`config.mk`:
```
export PLATFORM = sky130hd
export DESIGN_NAME = instr_encoder_flat
export DESIGN_NICKNAME = d
export VERILOG_FILES = /design/src/rtl/instr_encoder_pkg.sv /design/src/rtl/instr_encoder_if.sv /design/src/rtl/instr_pack.sv /design/src/rtl/instr_encoder.sv /design/src/flat_wrapper.sv
export SDC_FILE = /design/constraint.sdc
export NUM_CORES = 1
export LEC_CHECK = 0
export BUFFER_PORTS_ARGS = -buffer_cell sky130_fd_sc_hd__buf_2
export CAP_MARGIN = 20
export CORE_MARGIN = 8
export CORE_UTILIZATION = 41
export CTS_BUF_LIST = sky130_fd_sc_hd__clkbuf_4
export CTS_CLUSTER_DIAMETER = 80
export CTS_CLUSTER_SIZE = 30
export DETAILED_ROUTE_END_ITERATION = 16
export PLACE_DENSITY = 0.78
export SLEW_MARGIN = 20
export SYNTH_ARGS = -nofsm -noshare
export SYNTH_HDL_FRONTEND = slang
export SYNTH_SLANG_ARGS = --single-unit
```
`constraint.sdc`:
```
create_clock -name clk -period 1.6 [get_ports clk]
set_clock_uncertainty 0.2 [all_clocks]
set_input_delay 0.16 -clock clk [delete_from_list [all_inputs] [get_ports clk]]
set_output_delay 0.16 -clock clk [all_outputs]
set_load 0.02 [all_outputs]
```
`src/rtl/instr_encoder_pkg.sv`:
```
// Shared CPU instruction-format definitions used by both the encode and decode stages.
package instr_encoder_pkg;

   typedef enum logic [1:0] {
      FMT_R   = 2'b00,
      FMT_I   = 2'b01,
      FMT_J   = 2'b10,
      FMT_BAD = 2'b11
   } fmt_e;

   localparam int FMT_W    = 2;
   localparam int OPCODE_W = 6;
   localparam int REG_W    = 5;
   localparam int SHAMT_W  = 5;
   localparam int FUNCT_W  = 6;
   localparam int IMM_W    = 16;
   localparam int JADDR_W  = 26;
   localparam int INSTR_W  = 32;

   typedef enum logic [1:0] {
      ST_IDLE = 2'b00,
      ST_LOAD = 2'b01,
      ST_FULL = 2'b10
   } enc_state_e;

endpackage

```
`src/rtl/instr_encoder_if.sv`:
```
// Field-tuple input handshake plus instruction-memory write port of the encoder.
interface instr_encoder_if #(
   parameter int ADDR_W = 8
);
   import instr_encoder_pkg::*;

   logic                in_valid;
   logic                in_ready;
   logic [FMT_W-1:0]    fmt;
   logic [OPCODE_W-1:0] opcode;
   logic [REG_W-1:0]    rs;
   logic [REG_W-1:0]    rt;
   logic [REG_W-1:0]    rd;
   logic [SHAMT_W-1:0]  shamt;
   logic [FUNCT_W-1:0]  funct;
   logic [IMM_W-1:0]    immediate;
   logic [JADDR_W-1:0]  address;

   logic                wr_valid;
   logic                wr_ready;
   logic [ADDR_W-1:0]   wr_addr;
   logic [INSTR_W-1:0]  wr_data;

   modport slave (
      input  in_valid, fmt, opcode, rs, rt, rd, shamt, funct, immediate, address,
      output in_ready,
      output wr_valid, wr_addr, wr_data,
      input  wr_ready
   );

   modport master (
      output in_valid, fmt, opcode, rs, rt, rd, shamt, funct, immediate, address,
      input  in_ready,
      input  wr_valid, wr_addr, wr_data,
      output wr_ready
   );

endinterface

```
`src/rtl/instr_pack.sv`:
```
// Combinational packing of instruction fields into a 32-bit word; zero latency, no flow control.
// FMT_BAD packs as R; whether such a word is written is decided by the encoder.
module instr_pack
   import instr_encoder_pkg::*;
(
   input  fmt_e                fmt,
   input  logic [OPCODE_W-1:0] opcode,
   input  logic [REG_W-1:0]    rs,
   input  logic [REG_W-1:0]    rt,
   input  logic [REG_W-1:0]    rd,
   input  logic [SHAMT_W-1:0]  shamt,
   input  logic [FUNCT_W-1:0]  funct,
   input  logic [IMM_W-1:0]    immediate,
   input  logic [JADDR_W-1:0]  address,
   output logic [INSTR_W-1:0]  word
);

   always_comb begin
      word = '0;
      case (fmt)
         FMT_I:   word = {opcode, rs, rt, immediate};
         FMT_J:   word = {opcode, address};
         default: word = {opcode, rs, rt, rd, shamt, funct};
      endcase
   end

endmodule

```
`src/rtl/instr_encoder.sv`:
```
// Encodes field tuples into instruction-memory writes; one-cycle latency, one word/cycle, stalls on wr_ready.
// ENC_FMT_CHECK_EN: illegal fmt is consumed without a write and pulses err; otherwise it encodes as R.
module instr_encoder
   import instr_encoder_pkg::*;
#(
   parameter int ADDR_W    = 8,
   parameter int BASE_ADDR = 0
) (
   input  logic            clk,
   input  logic            rst,
   input  logic            start,
   input  logic            clear,
   instr_encoder_if.slave  bus,
   output logic            full,
   output logic [ADDR_W:0] count,
   output logic            err
);

   localparam logic [ADDR_W-1:0] FIRST_ADDR = ADDR_W'(BASE_ADDR);
   localparam logic [ADDR_W-1:0] LAST_ADDR  = ADDR_W'(BASE_ADDR + (1 << ADDR_W) - 1);
   localparam logic [ADDR_W-1:0] ADDR_ONE   = 1;
   localparam logic [ADDR_W:0]   CNT_ONE    = 1;

   enc_state_e         state_q;
   enc_state_e         state_d;
   logic               wr_valid_q;
   logic [ADDR_W-1:0]  wr_addr_q;
   logic [INSTR_W-1:0] wr_data_q;
   logic [ADDR_W:0]    count_q;
   logic               err_q;
   logic [INSTR_W-1:0] packed_word;
   fmt_e               fmt_in;
   logic               accept;
   logic               fire;
   logic               drop_bad;
   logic               load_word;

   assign fmt_in = fmt_e'(bus.fmt);

   instr_pack u_pack (
      .fmt       (fmt_in),
      .opcode    (bus.opcode),
      .rs        (bus.rs),
      .rt        (bus.rt),
      .rd        (bus.rd),
      .shamt     (bus.shamt),
      .funct     (bus.funct),
      .immediate (bus.immediate),
      .address   (bus.address),
      .word      (packed_word)
   );

   assign bus.in_ready = (state_q == ST_LOAD) && (!wr_valid_q || bus.wr_ready);
   assign accept       = bus.in_valid && bus.in_ready;
   assign fire         = wr_valid_q && bus.wr_ready;

`ifdef ENC_FMT_CHECK_EN
   assign drop_bad = (fmt_in == FMT_BAD);
`else
   assign drop_bad = 1'b0;
`endif

   assign load_word = accept && !drop_bad;

   always_comb begin
      state_d = state_q;
      case (state_q)
         ST_IDLE: if (start) state_d = ST_LOAD;
         ST_LOAD: if (fire && (wr_addr_q == LAST_ADDR)) state_d = ST_FULL;
         ST_FULL: state_d = ST_FULL;
         default: state_d = ST_IDLE;
      endcase
      if (clear) state_d = ST_LOAD;
   end

   // Clear wins over any same-cycle accept or fire, so the pending word is simply dropped.
   always_ff @(posedge clk) begin
      if (rst) begin
         state_q    <= ST_IDLE;
         wr_valid_q <= 1'b0;
         wr_addr_q  <= FIRST_ADDR;
         wr_data_q  <= '0;
         count_q    <= '0;
         err_q      <= 1'b0;
      end else begin
         state_q <= state_d;
         err_q   <= accept && drop_bad && !clear;
         if (clear) begin
            wr_valid_q <= 1'b0;
            wr_addr_q  <= FIRST_ADDR;
            count_q    <= '0;
         end else begin
            if (fire) begin
               wr_addr_q <= wr_addr_q + ADDR_ONE;
               count_q   <= count_q + CNT_ONE;
            end
            if (load_word) begin
               wr_valid_q <= 1'b1;
               wr_data_q  <= packed_word;
            end else if (fire) begin
               wr_valid_q <= 1'b0;
            end
         end
      end
   end

   assign bus.wr_valid = wr_valid_q;
   assign bus.wr_addr  = wr_addr_q;
   assign bus.wr_data  = wr_data_q;
   assign full         = (state_q == ST_FULL);
   assign count        = count_q;
   assign err          = err_q;

endmodule
```
`src/flat_wrapper.sv`:
```
// flat-port wrapper written by rule: the top's interface ports become plain ports
module instr_encoder_flat import instr_encoder_pkg::*;
#(
   parameter int ADDR_W    = 8,
   parameter int BASE_ADDR = 0
)
  (clk, rst, start, clear, full, count, err, bus_in_valid, bus_fmt, bus_opcode, bus_rs, bus_rt, bus_rd, bus_shamt, bus_funct, bus_immediate, bus_address, bus_in_ready, bus_wr_valid, bus_wr_addr, bus_wr_data, bus_wr_ready);
  instr_encoder_if #(.ADDR_W(ADDR_W)) bus_i ();
  input  logic clk;
  input  logic rst;
  input  logic start;
  input  logic clear;
  output logic full;
  output logic [ADDR_W:0] count;
  output logic err;
  input wire logic [$bits(bus_i.in_valid)-1:0] bus_in_valid;
  input wire logic [$bits(bus_i.fmt)-1:0] bus_fmt;
  input wire logic [$bits(bus_i.opcode)-1:0] bus_opcode;
  input wire logic [$bits(bus_i.rs)-1:0] bus_rs;
  input wire logic [$bits(bus_i.rt)-1:0] bus_rt;
  input wire logic [$bits(bus_i.rd)-1:0] bus_rd;
  input wire logic [$bits(bus_i.shamt)-1:0] bus_shamt;
  input wire logic [$bits(bus_i.funct)-1:0] bus_funct;
  input wire logic [$bits(bus_i.immediate)-1:0] bus_immediate;
  input wire logic [$bits(bus_i.address)-1:0] bus_address;
  output wire logic [$bits(bus_i.in_ready)-1:0] bus_in_ready;
  output wire logic [$bits(bus_i.wr_valid)-1:0] bus_wr_valid;
  output wire logic [$bits(bus_i.wr_addr)-1:0] bus_wr_addr;
  output wire logic [$bits(bus_i.wr_data)-1:0] bus_wr_data;
  input wire logic [$bits(bus_i.wr_ready)-1:0] bus_wr_ready;
  assign bus_i.in_valid = bus_in_valid;
  assign bus_i.fmt = bus_fmt;
  assign bus_i.opcode = bus_opcode;
  assign bus_i.rs = bus_rs;
  assign bus_i.rt = bus_rt;
  assign bus_i.rd = bus_rd;
  assign bus_i.shamt = bus_shamt;
  assign bus_i.funct = bus_funct;
  assign bus_i.immediate = bus_immediate;
  assign bus_i.address = bus_address;
  assign bus_in_ready = bus_i.in_ready;
  assign bus_wr_valid = bus_i.wr_valid;
  assign bus_wr_addr = bus_i.wr_addr;
  assign bus_wr_data = bus_i.wr_data;
  assign bus_i.wr_ready = bus_wr_ready;
  instr_encoder #(.ADDR_W(ADDR_W), .BASE_ADDR(BASE_ADDR)) u_core (.clk(clk), .rst(rst), .start(start), .clear(clear), .bus(bus_i), .full(full), .count(count), .err(err));
endmodule
```
==> results.toml, run 1 <==
[layout]
nets = 591
syn_to_final_growth_pct = 67.93
fillerInstances = 455
regArea_sq_mm = 0.001054
fin_util_pct = 70.32
multi_input_area_sq_mm = 0.001428
final_area_sq_mm = 0.004114
final_layout_size_suffix_gt1_share_pct = 40.36

[cts]
clockRootBuffer = "clkbuf_4"
clkLatencyLatePin_ns = 0.37
cts_sinks = 52
cts_buffers = 5
clk_pin_slew_ns = 0.15
cts_tree = "built"
cts_buffer_depth = 2
htree_levels = 2

[global_routing]
antenna_found_initial = 1
grt_usage_pct = 19.87
grt_pass1_wl_microns = 14160
grt_max_degree = 33
grt_overflow = 0
first_global_vias = 3018

[placement]
dp_hpwl_microns = 5679
dp_slack_ns = -0.1832
dpl_cell_area_sq_mm = 0.003263
io_buffers = 133
gp_congestion = 0.7819

[sta]
finalCriticalPeriod_ns = 1.627
finalHoldViolCount = 0
hold_ws_ns = 0.05643
worst_slack_ns = -0.02687
worst_pin_slew_ns = 0.7486
setup_viol = 17
rsz0062_at_grt = "true"
fmax_mhz = 614.7
drv_slew = 0
max_slew_margin_pct = 49.86
period_share_pct = 101.7

[yosys]
synth_ff_type = "dfxtp_1"
synth_seq_cells = 52
synthArstFlopShare_pct = 0
synth_top_cell_by_area = "dfxtp_1"
yosys_warnings = 0
ys_seq_area_share_pct = 42.49
synthesis.area_sq_mm = 0.002450
synth.distinct_cells = 34
synthTopCellsByArea = "dfxtp_1 42%, nand2_1 11%, a21oi_1 5.7%, a22oi_1 4.9%, o21ai_0 3.9%"
synth_edf_count = 0
yosys.area.top_type_share_pct = 42.49
post_synth.cell_area_avg_sq_um = 7.852
syn_inst = 312
syn_nets = 401
yosysMostFrequentCell = "nand2_1"
synthTopCellsByCount = "75 x nand2_1, 52 x dfxtp_1, 28 x a21oi_1, 24 x nor2_1, 19 x o21ai_0"

[setup_path]
endpoint_kind = "flip-flop"
start_kind = "flip-flop"
worst-path-max-fanout = 16
slowest_delay_ns = 0.37
cp.buffers_inverters = 4
r2r_start = "u_core.state_q[1]$_SDFFE_PP0P_"
critPathKind = "reg -> reg"
critPathRequiredTime_ns = 1.65
rr_endpoint = "u_core.bus.wr_data[31]$_SDFFE_PP0P_"
arrival_ns = 1.68
crit_family = "buffers and inverters"
regToRegSetupSlack_ns = -0.03
worst_r2r_path_depth = 8
cpMaxStageDelayCell = "dfxtp_2"
crit_chain = "inv_4, ha_4, nand4b_1, buf_6, buf_4, clkbuf_16, nand2_1, a21oi_1"
crit_path_start = "u_core.state_q[1]$_SDFFE_PP0P_"

[power_and_ir_drop]
power.density_mw_per_mm2 = 631.6
leakage_uw = 0.001852
ir_drop_mv = 0.3492

[hold_path]
holdPathEnd = "u_core.bus.wr_data[4]$_SDFFE_PP0P_"
hp-start = "bus_immediate[4]"
whs_path_depth = 5
hold_path.class = "in -> reg"

[floorplan]
die_x_microns = 93.30
row_count = 28
start_util_pct = 41.87
dieArea_sq_mm = 0.008705
die_height_microns = 93.30
io_pins = 135
core_sq_mm = 0.005851

[outcome]
violations = "setup timing"
status = "complete, but fails checks"

[route]
drt_first_pass_iters = 4
drt_iter0_markers = 94
via_per_inst = 5.212
wl_per_cell_microns = 16.96
drc = 0
via_count = 3023
ant_nets = 0
wl_microns = 9837

[flow_run]
max_cap_viol_count = 0
==> cell type report <==
| cell class | instances | area share (%) |
|---|---|---|
| Antenna cell | 2 | 0.1217 |
| Clock buffer | 6 | 1.095 |
| Clock inverter | 2 | 0.2737 |
| Inverter | 7 | 0.6995 |
| Multi-Input combinational cell | 229 | 34.70 |
| Sequential cell | 52 | 25.61 |
| Tap cell | 75 | 2.281 |
| Timing Repair Buffer | 207 | 35.22 |
==> per-layer routing <==
metal	wire length, microns	global-route usage (%)
met5	0	0
met4	488	8.859
met3	1029	9.375
met2	4701	33.90
met1	3619	20.24
==> sequential cells by signal, indices dropped and copies added (netlist names) <==
name and cells:
u_core.bus.wr_addr 8, u_core.bus.wr_valid 1, u_core.count 9, u_core.bus.wr_data 32, u_core.state_q 2
==> logic make-up (layout without fill, tap and decap cells) <==
kind of cell / count (synthesis) / in the layout / synth area share, %
buf+inv: 31 / 222 / 5.413
other cells: 1 / 3 / 0.1531
compound gates: 78 / 78 / 20.53
xor+xnor: 12 / 12 / 4.290
simple gates: 131 / 131 / 23.54
fa+ha+maj: 7 / 7 / 3.575
flops: 52 / 52 / 42.49
==> worst reg2reg max path: cells and delay by family, from the launching register on <==
family,cells,cell delay [ns]
compound gates,1,0.07
simple gates,2,0.19
flops,1,0.37
buf+inv,4,0.54
fa+ha+maj,1,0.15
==> power breakdown <==
group	leakage, uW	internal, uW	switching, uW
Combinational	0.00140	321	335
Clock	0.0000293	185	401
Sequential	0.000425	1330	26.7
==> placed cells by master (no fill, tap or decap), drive strengths merged, types with 5 or more instances in the layout <==
cell type	count
clkbuf	10
dlygate4sd3	48
buf	155
ha	7
xnor2	5
nor2	24
inv	7
nand2	75
a21oi	28
dfxtp	52
xor2	7
o21ai	19
a22oi	16
a221oi	10
nor3	11
==> metrics by stage <==
| step | instances | TNS (ns) | total power (uW) |
|---|---|---|---|
| 6_report | 580 | -0.1621 | 2598 |
| 5_1_grt | 580 | -1.445 | 2729 |
| 4_1_cts | 569 | 0 | 2513 |
| 3_5_place_dp | 513 | -1.602 | 1827 |
| 3_3_place_gp | 513 | -0.8798 | 1817 |
| 2_1_floorplan | 312 | -0.004898 | 1627 |
==> how the worst max path moves through the flow <==
stage	end	slack, ns	cells past startpoint
floorplan	u_core.state_q[1]$_SDFFE_PP0P_	-0.005	4
global placement	u_core.bus.wr_data[19]$_SDFFE_PP0P_	-0.09	6
detailed placement	u_core.bus.wr_data[24]$_SDFFE_PP0P_	-0.18	6
CTS	bus_in_ready	0.0007	4
global route	u_core.bus.wr_data[31]$_SDFFE_PP0P_	-0.12	8
finish	u_core.bus.wr_data[31]$_SDFFE_PP0P_	-0.03	8
==> timing repair <==
item                                    CTS  global route
endpoints found under the setup margin   16            17
endpoints found under the hold margin    37             0
setup buffers                             0             5
gates cloned                              0             4
pin swaps                                 0            10
resized for setup                         8            30
hold buffers                             48             0
(Power assumes the default switching activity.)
==> inputs of run 2 (changes only) <==
Settings changed: ABC_AREA set to 1, CORE_UTILIZATION 41 to 42, PLACE_DENSITY 0.78 to 0.79.
==> run 2 against run 1 <==
Compared with the run above:
- the run still ends with setup timing left
- final cell count grew 9.1%
- core utilization grew 2.5 points
- critical path type unchanged
- fmax shrank 3.6%
- first-iteration DRC count grew 78%
- critical path depth is the same
- via count grew 11%
- worst setup slack lost 0.061 ns
- clock power grew 28%
- area after synthesis grew 3.3%
- largest cell class unchanged
- global-route usage grew 2.1 points
==> results.toml, run 2 <==
[yosys]
synthTopCellsByArea = "dfxtp_1 41%, a21oi_1 16%, nand2_1 9.5%, o21ai_0 7.1%, nor2_1 4.7%"
post_synth.cell_area_avg_sq_um = 7.008
synth_ff_type = "dfxtp_1"
synth_top_cell_by_area = "dfxtp_1"
syn_nets = 450
yosys.area.top_type_share_pct = 41.15
synthArstFlopShare_pct = 0
yosys_warnings = 0
synth_edf_count = 0
synth.distinct_cells = 27
synthesis.area_sq_mm = 0.002530
synthTopCellsByCount = "83 x a21oi_1, 64 x nand2_1, 52 x dfxtp_1, 36 x o21ai_0, 32 x nor2_1"
ys_seq_area_share_pct = 41.15
syn_inst = 361
yosysMostFrequentCell = "a21oi_1"
synth_seq_cells = 52

[sta]
drv_slew = 0
worst_pin_slew_ns = 0.7129
rsz0062_at_grt = "true"
period_share_pct = 105.5
finalCriticalPeriod_ns = 1.688
worst_slack_ns = -0.08817
fmax_mhz = 592.4
max_slew_margin_pct = 52.42
finalHoldViolCount = 0
setup_viol = 30
hold_ws_ns = 0.02181

[setup_path]
crit_chain = "inv_2, ha_4, a21boi_4, nand3_4, inv_8, clkbuf_16, o21ai_1, a21oi_1"
start_kind = "flip-flop"
arrival_ns = 1.80
cpMaxStageDelayCell = "dfxtp_2"
critPathRequiredTime_ns = 1.71
critPathKind = "reg -> reg"
crit_path_start = "u_core.state_q[1]$_SDFFE_PP0P_"
r2r_start = "u_core.state_q[1]$_SDFFE_PP0P_"
endpoint_kind = "flip-flop"
slowest_delay_ns = 0.36
worst-path-max-fanout = 9

[floorplan]
row_count = 28
io_pins = 135
die_height_microns = 93.61
die_x_microns = 93.61
start_util_pct = 42.98
dieArea_sq_mm = 0.008763
core_sq_mm = 0.005886

[cts]
clockRootBuffer = "clkbuf_4"
clkLatencyLatePin_ns = 0.38
cts_buffer_depth = 2
htree_levels = 2
cts_sinks = 52
cts_buffers = 5
cts_tree = "built"
clk_pin_slew_ns = 0.15

[placement]
gp_congestion = 0.8678
dp_slack_ns = -0.01873
dp_hpwl_microns = 6112
io_buffers = 133

[global_routing]
first_global_vias = 3232
grt_usage_pct = 21.96
antenna_found_initial = 0
grt_overflow = 0
grt_pass1_wl_microns = 15640
grt_max_degree = 33

[layout]
largest_reg_flops = 32
syn_to_final_growth_pct = 69.39
fillerInstances = 438
final_layout_size_suffix_gt1_share_pct = 37.81
fin_util_pct = 72.81
final_common_cell = "buf_2"
nets = 646
final_cell_mix = "131 x buf_2, 65 x a21oi_1, 62 x nand2_1"
diodes = 0

[power_and_ir_drop]
leakage_uw = 0.001953
ir_drop_mv = 0.3311
power.density_mw_per_mm2 = 670.0

[flow_run]
max_cap_viol_count = 0

[outcome]
status = "complete, but fails checks"
violations = "setup timing"

[hold_path]
hold_path.class = "in -> reg"
hp-start = "bus_address[2]"

[route]
via_per_inst = 5.281
drt_first_pass_iters = 5
drt_iter0_markers = 167
via_count = 3343
wl_microns = 10500
wl_per_cell_microns = 16.59
ant_nets = 0
drc = 0
==> run 2: timing repair <==
action | 4_1_cts | 5_1_grt
setup endpoints to repair | 15 | 37
setup buffers | 1 | 2
endpoints found under the hold margin | 34 | 0
hold buffers | 56 | 0
pin swaps | 0 | 1
gates resized for setup | 20 | 45
cloned | 1 | 2
==> run 2: cell families (layout without fill, tap and decap cells) <==
kind of cell | Yosys count | in the layout | synth area share (%)
adders and majority gates | 7 | 7 | 3.462
and+or+nand+nor | 124 | 124 | 20.82
xor gates and xnor gates | 2 | 2 | 0.6925
AOI/OAI and AO/OA | 123 | 123 | 25.12
buffers and inverters | 52 | 249 | 8.605
other | 1 | 1 | 0.1482
DFF | 52 | 52 | 41.15
==> run 2: report_power, final <==
part / total [uW] / switching (uW) / internal [uW]
logic: 750 / 394 / 356
registers: 1370 / 32.2 / 1340
clock network: 751 / 425 / 326
total: 2870 / 851 / 2020
==> run 2: final timing paths <==
kind              slack [ns]  depth (start not counted)                                   to
setup / recovery       -0.09                          8   u_core.bus.wr_data[4]$_SDFFE_PP0P_
hold / removal          0.02                          5   u_core.bus.wr_data[2]$_SDFFE_PP0P_
setup reg to reg       -0.09                          8   u_core.bus.wr_data[4]$_SDFFE_PP0P_
hold reg to reg         0.27                          2  u_core.bus.wr_data[27]$_SDFFE_PP0P_
==> run 2: worst max-delay path: cells and delay by family, from the launching register on <==
| family | cells | cell delay (ns) |
|---|---|---|
| fa+ha+maj | 1 | 0.14 |
| buf+inv | 3 | 0.36 |
| compound gates | 3 | 0.44 |
| simple gates | 1 | 0.13 |
| flops | 1 | 0.36 |
==> run 2: final cells by class <==
type	instances	area, sq um	share of cell area [%]
Tap cell	75	93.84	2.190
Clock inverter	3	42.54	0.9927
Timing Repair Buffer	211	1493	34.83
Sequential cell	52	1045	24.38
Inverter	30	120.1	2.803
Clock buffer	5	37.54	0.8759
Multi-Input combinational cell	257	1454	33.93
==> run 2: routing by layer <==
layer	wire, microns	vias up	share of wire, %	global-route usage, %
li1	-	1587	-	-
met1	3986	1528	38	24.18
met2	5176	194	49	38.72
met3	1066	34	10	6.651
met4	272	0	2.6	8.190
met5	0	-	0	0
==> run 2: through the flow <==
stage                     power, uW  instances  setup TNS (ns)  area, sq um
final                          2871        633         -0.9504         4285
after global routing           3008        633          -3.219         4285
after CTS                      2789        629         -0.2272         4051
after detailed placement       1911        563        -0.01873         3357
after global placement         1898        563               0         3357
after floorplan                1694        361         -0.3512         2555
==> inputs of run 3 (changes only) <==
Clock period 1.6 ns to 1.4 ns, I/O delays scaled along.
==> run 3 against run 2 <==
Compared with the run above:
- the flow still finishes with violations (setup timing)
- design area increased by 6.0%
- register-to-register slack got worse by 0.11 ns
- worst setup slack got worse by 0.11 ns
- critical path type is now reg -> out
- critical endpoint is now full
==> results.toml, run 3 (synthesis gave the netlist of run 2 again) <==
[outcome]
status = "complete, but fails checks"
violations = "setup timing"

[floorplan]
die_x_microns = 93.61
dieArea_sq_mm = 0.008763
start_util_pct = 42.98
core_sq_mm = 0.005886
die_height_microns = 93.61
io_pins = 135
row_count = 28

[sta]
rsz0062_at_grt = "true"
drv_slew = 0
hold_ws_ns = 0.03300
tns_ns = -5.380
setup_viol = 37
finalCriticalPeriod_ns = 1.599
worst_slack_ns = -0.1991
period_share_pct = 114.2
fmax_mhz = 625.4
finalHoldViolCount = 0

[placement]
io_buffers = 133
dp_hpwl_microns = 6050
gp_congestion = 0.8808

[route]
ant_nets = 0
via_per_inst = 5.200
via_count = 3432
wl_microns = 10710
wl_per_cell_microns = 16.23
drc = 0
drt_first_pass_iters = 5
drt_iter0_markers = 281

[layout]
fillerInstances = 394
largest_reg_flops = 32
syn_to_final_growth_pct = 79.48
final_cell_mix = "128 x buf_2, 69 x a21oi_1, 67 x dlygate4sd3_1"
regArea_sq_mm = 0.001071
final_layout_size_suffix_gt1_share_pct = 40.55
multi_input_area_sq_mm = 0.001464
final_common_cell = "buf_2"
nets = 670

[setup_path]
arrival_ns = 1.26
critPathKind = "reg -> out"
worst_r2r_path_depth = 8
endpoint_kind = "primary output"
worst-path-max-fanout = 2
critPathRequiredTime_ns = 1.06
start_kind = "flip-flop"

[global_routing]
first_global_vias = 3409
grt_max_degree = 33
grt_overflow = 0
grt_usage_pct = 22.95
antenna_found_initial = 2
grt_pass1_wl_microns = 16410

[power_and_ir_drop]
ir_drop_mv = 0.4042
leakage_uw = 0.002061
power.density_mw_per_mm2 = 685.4

[cts]
clk_pin_slew_ns = 0.14
cts_tree = "built"
htree_levels = 2
cts_sinks = 52
clockRootBuffer = "clkbuf_4"
clkLatencyLatePin_ns = 0.37
cts_buffer_depth = 2
cts_buffers = 5

[hold_path]
whs_path_depth = 5
hold_path.class = "in -> reg"

[flow_run]
max_cap_viol_count = 0
## run 3: cell count changes in the layout (fill, tap and decap cells not counted), sizes merged
cell / delta
buf: +13
clkinvlp: +1
dlygate4sd3: +11
clkbuf: -1
inv: -1
bufinv: -1
diode: +3
bufbuf: +1
clkinv: +1
## run 3: report_power, final
| part | internal [uW] | switching, uW |
|---|---|---|
| sequential | 1520 | 31.4 |
| combinational | 452 | 447 |
| clock | 190 | 469 |
| total | 2160 | 948 |
## run 3: final cells by class
class / instances / area share (%)
well taps: 75 / 2.067
clock inverters: 3 / 0.4133
diodes: 3 / 0.1653
flip-flops and latches: 52 / 23.59
multi-input cells: 257 / 32.24
inverters: 30 / 2.700
repair buffers: 235 / 38.00
clock buffers: 5 / 0.8267
## run 3: critical path, cell delays in order, from the launching register on
cell     delay [ns]
dfxtp_4        0.40
buf_6          0.10
inv_4          0.03
buf_6          0.10
ha_4           0.15
buf_6          0.12
## run 3: per-stage QoR
stage                     cell area (sq um)  util (%)  worst slack (ns)  total power (uW)  std cells
after global placement                 3457     58.74           -0.1099              2192        575
after detailed placement               3457     58.74           -0.1716              2204        575
after global routing                   4538     77.10           -0.2696              3270        659
final                                  4541     77.15           -0.1991              3112        660
after floorplan                        2565         -           -0.2419              1937        361
after CTS                              4362     74.11           -0.2183              3066        653
## run 3: path summary, 6_finish.rpt
check | slack [ns] | to | startpoint
worst max register to register | -0.20 | u_core.bus.wr_data[15]$_SDFFE_PP0P_ | u_core.state_q[1]$_SDFFE_PP0P_
worst min-delay path | 0.03 | u_core.bus.wr_data[0]$_SDFFE_PP0P_ | bus_immediate[0]
worst min register to register | 0.27 | u_core.bus.wr_data[30]$_SDFFE_PP0P_ | u_core.bus.wr_data[30]$_SDFFE_PP0P_
worst max-delay path | -0.20 | full | u_core.state_q[0]$_SDFFE_PP0P_
## run 3: metal layers
metal  global-route usage (%)  part of all wire [%]  vias up
li1                         -                     -     1639
met4                    11.10                   3.5        0
met2                    39.01                    48      204
met3                    7.772                    11       35
met1                    25.05                    37     1554
met5                        0                     0        -
## run 3: timing repair
action	in CTS	in global routing
endpoints found under the hold margin	35	0
endpoints found under the setup margin	40	52
cloned	2	1
pin swaps	3	13
hold buffers	67	0
resized for setup	40	50
setup buffers	1	6
